===== config.mk =====
export PLATFORM = sky130hd
export DESIGN_NAME = adder_mp_seq_flat
export DESIGN_NICKNAME = d
export VERILOG_FILES = /design/src/rtl/adder_mp_seq_if.sv /design/src/rtl/adder_mp_seq.sv /design/src/flat_wrapper.sv
export SDC_FILE = /design/constraint.sdc
export NUM_CORES = 1
export LEC_CHECK = 0
export CAP_MARGIN = 5
export CORE_ASPECT_RATIO = 0.8
export CORE_MARGIN = 2
export CORE_UTILIZATION = 30
export CTS_CLUSTER_SIZE = 14
export DETAILED_ROUTE_END_ITERATION = 16
export GPL_TIMING_DRIVEN = 1
export PLACE_DENSITY_LB_ADDON = 0.05
export REMOVE_ABC_BUFFERS = 1
export SLEW_MARGIN = 30
export SYNTH_ARGS = -nofsm -noshare
export SYNTH_HDL_FRONTEND = slang
export SYNTH_HIERARCHICAL = 1
export SYNTH_SLANG_ARGS = --single-unit

===== constraint.sdc =====
create_clock -name clk_i -period 4.8 [get_ports clk_i]
set_input_delay 0.96 -clock clk_i [delete_from_list [all_inputs] [get_ports clk_i]]
set_output_delay 0.96 -clock clk_i [all_outputs]
set_load 0.005 [all_outputs]

===== src/rtl/adder_mp_seq_if.sv =====
// Operand/result handshake bundle for adder_mp_seq; master drives operands, slave is the sequencer.
// Sub_i exists only when ADDER_MP_SUB_EN is defined.
interface adder_mp_seq_if #(
  parameter int BW_DATA = 32,
  parameter int NWORD   = 4
);
  logic                     in_valid_i;
  logic                     in_ready_o;
  logic [BW_DATA*NWORD-1:0] A_i;
  logic [BW_DATA*NWORD-1:0] B_i;
  logic                     Cin;
  logic                     out_valid_o;
  logic                     out_ready_i;
  logic [BW_DATA*NWORD-1:0] S_o;
  logic                     Cout_o;
`ifdef ADDER_MP_SUB_EN
  logic                     Sub_i;

  modport master (
    output in_valid_i, A_i, B_i, Cin, Sub_i, out_ready_i,
    input  in_ready_o, out_valid_o, S_o, Cout_o
  );
  modport slave (
    input  in_valid_i, A_i, B_i, Cin, Sub_i, out_ready_i,
    output in_ready_o, out_valid_o, S_o, Cout_o
  );
`else
  modport master (
    output in_valid_i, A_i, B_i, Cin, out_ready_i,
    input  in_ready_o, out_valid_o, S_o, Cout_o
  );
  modport slave (
    input  in_valid_i, A_i, B_i, Cin, out_ready_i,
    output in_ready_o, out_valid_o, S_o, Cout_o
  );
`endif
endinterface


===== src/rtl/adder_mp_seq.sv =====
// Multi-precision adder: one word per cycle LSW first, result NWORD cycles after acceptance, held until out_ready_i.
// No input accepted while busy or holding a result; ADDER_MP_SUB_EN adds a Sub_i port for A-B.
module adder_cla #(
  parameter int BW = 32
) (
  input  logic [BW-1:0] A_i,
  input  logic [BW-1:0] B_i,
  input  logic          Cin,
  output logic [BW-1:0] S_o,
  output logic          Cout_o
);
  localparam int N  = BW + 1;
  localparam int LV = $clog2(N);

  logic [N-1:0] g, p, gn, pn;

  // Kogge-Stone prefix over {operands, Cin}; bit 0 carries Cin as a generate.
  always_comb begin
    g  = {A_i & B_i, Cin};
    p  = {A_i ^ B_i, 1'b0};
    gn = g;
    pn = p;
    for (int l = 0; l < LV; l++) begin
      gn = g;
      pn = p;
      for (int i = (1 << l); i < N; i++) begin
        gn[i] = g[i] | (p[i] & g[i-(1<<l)]);
        pn[i] = p[i] & p[i-(1<<l)];
      end
      g = gn;
      p = pn;
    end
  end

  assign S_o    = (A_i ^ B_i) ^ g[BW-1:0];
  assign Cout_o = g[BW];
endmodule

module adder_mp_seq #(
  parameter int BW_DATA = 32,
  parameter int NWORD   = 4
) (
  input  logic              clk_i,
  input  logic              rstn_i,
  adder_mp_seq_if.slave     bus
);
  localparam int W  = BW_DATA * NWORD;
  localparam int IW = $clog2(NWORD);

  localparam logic [1:0] IDLE = 2'd0;
  localparam logic [1:0] CALC = 2'd1;
  localparam logic [1:0] DONE = 2'd2;

  logic [1:0]         state;
  logic [W-1:0]       a_q, b_q, s_q;
  logic               carry_q, cout_q, out_valid_q;
  logic [IW-1:0]      idx_q;
  logic [BW_DATA-1:0] a_word, b_word, sum_word;
  logic               carry_out;
  logic               last_word;
`ifdef ADDER_MP_SUB_EN
  logic               sub_q;
`endif

  assign a_word = a_q[idx_q*BW_DATA +: BW_DATA];
`ifdef ADDER_MP_SUB_EN
  assign b_word = b_q[idx_q*BW_DATA +: BW_DATA] ^ {BW_DATA{sub_q}};
`else
  assign b_word = b_q[idx_q*BW_DATA +: BW_DATA];
`endif
  assign last_word = (idx_q == IW'(NWORD - 1));

  adder_cla #(.BW(BW_DATA)) u_cla (
    .A_i    (a_word),
    .B_i    (b_word),
    .Cin    (carry_q),
    .S_o    (sum_word),
    .Cout_o (carry_out)
  );

  always_ff @(posedge clk_i or negedge rstn_i) begin
    if (!rstn_i) begin
      state       <= IDLE;
      a_q         <= '0;
      b_q         <= '0;
      s_q         <= '0;
      carry_q     <= 1'b0;
      cout_q      <= 1'b0;
      out_valid_q <= 1'b0;
      idx_q       <= '0;
`ifdef ADDER_MP_SUB_EN
      sub_q       <= 1'b0;
`endif
    end else begin
      case (state)
        IDLE: begin
          if (bus.in_valid_i) begin
            a_q   <= bus.A_i;
            b_q   <= bus.B_i;
            idx_q <= '0;
            state <= CALC;
`ifdef ADDER_MP_SUB_EN
            sub_q   <= bus.Sub_i;
            // Two's complement subtract: inverted B plus a forced carry of one.
            carry_q <= bus.Sub_i | bus.Cin;
`else
            carry_q <= bus.Cin;
`endif
          end
        end
        CALC: begin
          s_q[idx_q*BW_DATA +: BW_DATA] <= sum_word;
          carry_q <= carry_out;
          idx_q   <= idx_q + 1'b1;
          if (last_word) begin
            cout_q      <= carry_out;
            out_valid_q <= 1'b1;
            state       <= DONE;
          end
        end
        DONE: begin
          if (bus.out_ready_i) begin
            out_valid_q <= 1'b0;
            state       <= IDLE;
          end
        end
        default: state <= IDLE;
      endcase
    end
  end

  assign bus.in_ready_o  = (state == IDLE);
  assign bus.out_valid_o = out_valid_q;
  assign bus.S_o         = s_q;
  assign bus.Cout_o      = cout_q;
endmodule


===== src/flat_wrapper.sv =====
// flat-port wrapper written by rule: the top's interface ports become plain ports
module adder_mp_seq_flat 
#(
  parameter int BW_DATA = 32,
  parameter int NWORD   = 4
)
  (clk_i, rstn_i, bus_in_valid_i, bus_A_i, bus_B_i, bus_Cin, bus_out_ready_i, bus_in_ready_o, bus_out_valid_o, bus_S_o, bus_Cout_o);
  adder_mp_seq_if #(.BW_DATA(BW_DATA), .NWORD(NWORD)) bus_i ();
  input  logic clk_i;
  input  logic rstn_i;
  input wire logic [$bits(bus_i.in_valid_i)-1:0] bus_in_valid_i;
  input wire logic [$bits(bus_i.A_i)-1:0] bus_A_i;
  input wire logic [$bits(bus_i.B_i)-1:0] bus_B_i;
  input wire logic [$bits(bus_i.Cin)-1:0] bus_Cin;
  input wire logic [$bits(bus_i.out_ready_i)-1:0] bus_out_ready_i;
  output wire logic [$bits(bus_i.in_ready_o)-1:0] bus_in_ready_o;
  output wire logic [$bits(bus_i.out_valid_o)-1:0] bus_out_valid_o;
  output wire logic [$bits(bus_i.S_o)-1:0] bus_S_o;
  output wire logic [$bits(bus_i.Cout_o)-1:0] bus_Cout_o;
  assign bus_i.in_valid_i = bus_in_valid_i;
  assign bus_i.A_i = bus_A_i;
  assign bus_i.B_i = bus_B_i;
  assign bus_i.Cin = bus_Cin;
  assign bus_i.out_ready_i = bus_out_ready_i;
  assign bus_in_ready_o = bus_i.in_ready_o;
  assign bus_out_valid_o = bus_i.out_valid_o;
  assign bus_S_o = bus_i.S_o;
  assign bus_Cout_o = bus_i.Cout_o;
  adder_mp_seq #(.BW_DATA(BW_DATA), .NWORD(NWORD)) u_core (.clk_i(clk_i), .rstn_i(rstn_i), .bus(bus_i));
endmodule

---- Word level (Yosys, flattened, before mapping) ----
Cells that the tools add are included.
operators by class
  add/subtract/negate cells ............... 2
  equal/unequal tests ..................... 6
  shifts and indexed selects .............. 4
  mux-type cells .......................... 12
  bitwise operators ....................... 376
  reduce and logical (&&, ||, !) cells .... 8
operator list
  cell                                                      number
  indexed part select 128 x 8 -> 32 bit                     2
  AND 1 bit                                                 238
  bitwise OR 1 bit                                          135
  bitwise mux 128 bit                                       1
  variable shift 32 x 34 -> 128 bit (first input constant)  1
  indexed part select 32 x 34 -> 128 bit                    1
  bitwise XOR 32 bit                                        2
  negator 7 -> 34 bit                                       1
  AND 32 bit                                                1
  two-way mux 2 bit                                         4
  case mux 2 bit (3 select lines)                           1
  AND reduction 2 bit                                       3
  AND reduction 3 bit                                       2
  == test 2 bit (second input constant)                     2
  != test 2 bit (second input constant)                     2
  case mux 1 bit (2 select lines)                           2
  case mux 2 bit (2 select lines)                           1
  nonzero test 2 bit                                        2
  two-way mux 1 bit                                         3
  adder 2 x 1 -> 2 bit (second input constant)              1
  == test 2 x 1 -> 1 bit (second input constant)            1
  zero test 2 bit                                           1
  != test 2 x 1 -> 1 bit (second input constant)            1
storage, ports and cells
  register bits ........................... 391
  output and inout bits ................... 131

---- Longest topological paths before layout ----
  word-level depth ........................ 15
  mapped depth ............................ 15
  gate-level depth less buffers ........... 11

---- Hierarchy ----
The synthesis kept the hierarchy.
by module, submodules not included
  module        instances  cells each  area each (sq um)
  adder_mp_seq  1          1023        16158.0
  adder_cla     1          257         1885.6

---- Least setup slack after synthesis ----
No wires, ideal clock.
  path kind ............................... register to register
  from .................................... register u_core.idx_q[0]
  to ...................................... register u_core.s_q[123], in the netlist u_core/bus.S_o[123]
  arrival ................................. 3.582 ns
  setup slack ............................. 1.097 ns
  stages on the path, launching flop included .. 13
  path buffers ............................ 3
  clock period less this slack ............ 3.703 ns
  path through ............................ dfrtp_1 clkbuf_1 buf_2 buf_4 mux4_2 fa_1 a211oi_1 o21ai_1 a211oi_1 and4bb_2 o41ai_1 a211oi_2 a22o_2
on the way
  elaborated cells between the ends (all ways) .. 365
RTL lines
  what                                        line                 RTL
  from (decl)                                 adder_mp_seq.sv:57   logic [IW-1:0] idx_q;
  from (signal assigned)                      adder_mp_seq.sv:114  idx_q <= idx_q + 1'b1;
  indexed part select 128 x 8 -> 32 bit (*)   adder_mp_seq.sv:65   assign a_word = a_q[idx_q*BW_DATA +: BW_DATA];
  named net u_core.a_word[0]                  adder_mp_seq.sv:58   logic [BW_DATA-1:0] a_word, b_word, sum_word;
  bitwise XOR 32 bit                          adder_mp_seq.sv:20   p = {A_i ^ B_i, 1'b0};
  AND 1 bit                                   adder_mp_seq.sv:27   gn[i] = g[i] | (p[i] & g[i-(1<<l)]);
  bitwise OR 1 bit (*)                        adder_mp_seq.sv:27
  AND 1 bit (*)                               adder_mp_seq.sv:27
  bitwise OR 1 bit (*)                        adder_mp_seq.sv:27
  AND 1 bit (*)                               adder_mp_seq.sv:27
  bitwise OR 1 bit (*)                        adder_mp_seq.sv:27
  AND 1 bit (*)                               adder_mp_seq.sv:27
  bitwise OR 1 bit (*)                        adder_mp_seq.sv:27
  bitwise XOR 32 bit (*)                      adder_mp_seq.sv:35   assign S_o = (A_i ^ B_i) ^ g[BW-1:0];
  named net u_core.sum_word[27]               adder_mp_seq.sv:58
  indexed part select 32 x 34 -> 128 bit (*)  adder_mp_seq.sv:112  s_q[idx_q*BW_DATA +: BW_DATA] <= sum_word;
  bitwise mux 128 bit (*)                     adder_mp_seq.sv:112
  to (signal, indexed assignment)             adder_mp_seq.sv:112
  to (decl)                                   adder_mp_seq.sv:55   logic [W-1:0] a_q, b_q, s_q;
The timed path passes the listed nets; every way through them passes the cells marked *.
A chain may end at the register's enable or synchronous reset.

---- Worst setup path in the final report ----
  from .................................... register u_core.idx_q[0]
  to ...................................... register u_core.s_q[55], in the netlist u_core/bus.S_o[55]
on the way
  elaborated cells between the ends (all ways) .. 365
RTL lines
  what                                        line
  indexed part select 128 x 8 -> 32 bit (*)   adder_mp_seq.sv:65
  named net u_core.a_word[4]                  adder_mp_seq.sv:58
  bitwise XOR 32 bit                          adder_mp_seq.sv:20
  AND 1 bit                                   adder_mp_seq.sv:27
  bitwise OR 1 bit                            adder_mp_seq.sv:27
  AND 1 bit                                   adder_mp_seq.sv:27
  bitwise OR 1 bit                            adder_mp_seq.sv:27
  bitwise OR 1 bit (*)                        adder_mp_seq.sv:27
  AND 1 bit (*)                               adder_mp_seq.sv:27
  bitwise OR 1 bit (*)                        adder_mp_seq.sv:27
  bitwise XOR 32 bit (*)                      adder_mp_seq.sv:35
  named net u_core.sum_word[23]               adder_mp_seq.sv:58
  indexed part select 32 x 34 -> 128 bit (*)  adder_mp_seq.sv:112
  bitwise mux 128 bit (*)                     adder_mp_seq.sv:112
Marked as above.

==> flow_metrics.env <==
export IMPL_status="finished clean"
export IMPL_via_per_inst=4.94
export IMPL_hold_buffers=0
export IMPL_cp_startpoint="u_core/idx_q[0]$_DFFE_PN0P_"
export IMPL_die_x_um=278
export IMPL_cts_root_buffer_cell="clkbuf_16"
export IMPL_avgRoutedWirePerCell_um=23.9
export IMPL_worstReg2RegStart="u_core/idx_q[0]$_DFFE_PN0P_"
export IMPL_detail_route_antenna_nets=0
export IMPL_max_cap_violations=0
export IMPL_clkTransAtPathRegs_ps=60
export IMPL_grt_start_max_net_pins=136
export IMPL_rsz0062_at_grt="false"
export IMPL_ff2ff_setup_slack_ps=490
export IMPL_cts_sinks=391
export IMPL_synth_flop_cell="dfrtp_1"
export IMPL_final_cell_mix="390 x clkdlybuf4s50_1, 389 x dfrtp_1, 258 x mux2_2, 91 x nand2_1, 67 x a22o_1"
export IMPL_drt_iter0_markers=686
export IMPL_yosysWarnings=6
export IMPL_postCtsSetupBuffers=0
export IMPL_placed_cells=2390
export IMPL_dieArea_sq_um=62100
export IMPL_fp_dieH_um=223
export IMPL_synthArstFlopShare=1.00
export IMPL_hpwl_um=43200
export IMPL_syn_to_final_growth_pct=34.2
export IMPL_synth_edf_count=0
export IMPL_end_kind="flop"
export IMPL_syn_area_sq_um=18000
export IMPL_synthCells=1280
export IMPL_avgSynthCellArea_sq_um=14.1
export IMPL_hp_class="in2async"
export IMPL_finish_net_count=1956
export IMPL_slowest_stage="dfrtp_4"
export IMPL_worstPathCellList="buf_12 -> mux4_2 -> ha_1 -> and3_1 -> a2bb2oi_1 -> a21oi_1 -> a21oi_1 -> o221ai_1 -> a21oi_1 -> xnor2_1 -> nand2_1 -> o21ai_0"
export IMPL_yosys_cell_types_count=74
export IMPL_required_ps=5280
export IMPL_cp_common_cell="a21oi_1"
export IMPL_slew_headroom=0.379
export IMPL_cpPeakStageDelay_ps=610
export IMPL_fin_cells=2469
export IMPL_start_util=0.303
export IMPL_crit_arrival_ps=4790
export IMPL_fmax_ghz=0.232
export IMPL_ys_seq_area_frac=0.542
export IMPL_routabilityCongestion=0.831
export IMPL_hold_violations=0
export IMPL_clk_latency_ps=560
export IMPL_track_usage=0.190
export IMPL_worst_setup_path_type="reg2reg"
export IMPL_crit_end="u_core/bus.S_o[55]$_DFFE_PN0P_"
export IMPL_worstMarginPinSlew_ps=931
export IMPL_num_io_pins=392
export IMPL_grt_pass1_vias=12793
export IMPL_cp_max_fo=32
export IMPL_tritoncts="done"
export IMPL_ys_ff_latch=391
export IMPL_cts_resized=0
export IMPL_final_common_cell="clkdlybuf4s50_1"
export IMPL_io_buffers=391
export IMPL_maxSlewViolCount=0
export IMPL_drt_pass1_iter_count=5
export IMPL_numCtsBuffers=43
export IMPL_grt_first_pass_wirelength_um=88200
export IMPL_finalCritPeriodShare=0.897
export IMPL_setup_violations=0
export IMPL_period_minus_slack_ps=4310
export IMPL_rr_worst_depth=12
export IMPL_r2r_end="u_core/bus.S_o[55]$_DFFE_PN0P_"
export IMPL_antenna_found_initial=1
export IMPL_std_cell_rows=80
export IMPL_htree_levels=2
export IMPL_coreArea_sq_um=59600
export IMPL_wirelength_um=59100
export IMPL_critPathLaunchType="flop"
export IMPL_grt_ovfl_total=0
export IMPL_drive_above_1_share=0.281
export IMPL_via_count=12209
export IMPL_remaining_drc_errors=0
export IMPL_clock_skew_ps=17.4
export IMPL_cts_buffer_depth=3
## sequential cells by signal, summed over array words and instances, names as in the netlist
name / cells
u_core/a_q: 128
u_core/b_q: 128
u_core/bus.S_o: 128
u_core/idx_q: 2
u_core/state: 2
u_core/bus.Cout_o: 1
u_core/bus.out_valid_o: 1
u_core/carry_q: 1
## area by class of cell
| class | instances | area, sq um |
|---|---|---|
| sequential | 391 | 9790 |
| multi-input combinational | 792 | 7730 |
| clock inverter | 10 | 131 |
| clock buffer | 68 | 1340 |
| inverter | 10 | 37.5 |
| antenna | 1 | 2.50 |
| fill | 5559 | 35300 |
| timing repair buffer | 418 | 4200 |
| tap | 779 | 975 |
## how the worst min path moves through the flow
| stage | from | end | slack [ps] | depth (start not counted) |
|---|---|---|---|---|
| final | rstn_i | u_core/b_q[85]$_DFFE_PN0P_ | 460 | 1 |
| after CTS | rstn_i | u_core/b_q[85]$_DFFE_PN0P_ | 460 | 1 |
| after detailed placement | u_core/bus.S_o[42]$_DFFE_PN0P_ | u_core/bus.S_o[42]$_DFFE_PN0P_ | 470 | 2 |
| after global placement | u_core/bus.S_o[42]$_DFFE_PN0P_ | u_core/bus.S_o[42]$_DFFE_PN0P_ | 470 | 2 |
| after global routing | rstn_i | u_core/b_q[85]$_DFFE_PN0P_ | 500 | 1 |
| after floorplan | u_core/bus.S_o[32]$_DFFE_PN0P_ | u_core/bus.S_o[32]$_DFFE_PN0P_ | 470 | 2 |
## logic make-up after synthesis
logic type | synth area share
flip-flops | 0.542
multiplexers | 0.243
AO/OA/AOI/OAI | 0.101
AND/OR/NAND/NOR | 0.0429
buffers and inverters | 0.0303
adder cells (fa/ha/maj) | 0.0275
XOR/XNOR | 0.0131
## worst max-delay path: cells and delay by family (launching register included)
kind | cells | cell delay [ps]
buffers and inverters | 1 | 310
flip-flops | 1 | 610
AND/OR/NAND/NOR | 2 | 310
XOR/XNOR | 1 | 320
AO/OA/AOI/OAI | 6 | 1580
multiplexers | 1 | 600
adder cells (fa/ha/maj) | 1 | 430
## per-stage QoR
| stage | setup slack, ps | hold slack, ps | setup TNS (ps) | util | cell area [sq um] |
|---|---|---|---|---|---|
| 2_1_floorplan | -6960 | 473 | -1872350 | - | 17500 |
| 3_3_place_gp | 560 | 466 | 0 | 0.382 | 22700 |
| 5_1_grt | 233 | 503 | 0 | 0.406 | 24200 |
| 4_1_cts | 510 | 460 | 0 | 0.406 | 24200 |
| 6_report | 494 | 458 | 0 | 0.407 | 24200 |
| 3_5_place_dp | 545 | 472 | 0 | 0.382 | 22700 |
## synthesized netlist by cell type, types with 4 or more instances
library cell  count  share of area
a211oi_1          5         0.0021
a21o_1           12         0.0050
a21oi_1          31         0.0086
a21oi_2           5         0.0024
a22o_1           67          0.033
a22o_2           29          0.016
a31oi_1           6         0.0021
buf_2            20         0.0055
buf_4            34          0.014
buf_6             4         0.0025
clkbuf_1         27         0.0056
dfrtp_1         391           0.54
ha_1             38          0.026
inv_1            10         0.0021
mux2_2          258           0.16
mux4_2           64          0.080
nand2_1          91          0.019
nand3_1           9         0.0025
nand4_1           6         0.0021
nor2_1           23         0.0048
nor3_1            5         0.0014
o21ai_0          40          0.011
o21ai_1           8         0.0022
o31ai_1           4         0.0017
xnor2_1          18         0.0087
xor2_1            9         0.0044
## routing by layer
metal / up-vias / global-route usage / share of wire
li1: 5543 / - / -
met1: 6304 / 0.282 / 0.49
met2: 297 / 0.292 / 0.45
met3: 65 / 0.0308 / 0.040
met4: 0 / 0.0443 / 0.018
met5: - / 0 / 0
Power is left out: the tool's default activity adds up to more than one toggle a clock period on the data nets, which glitch-free logic cannot reach.
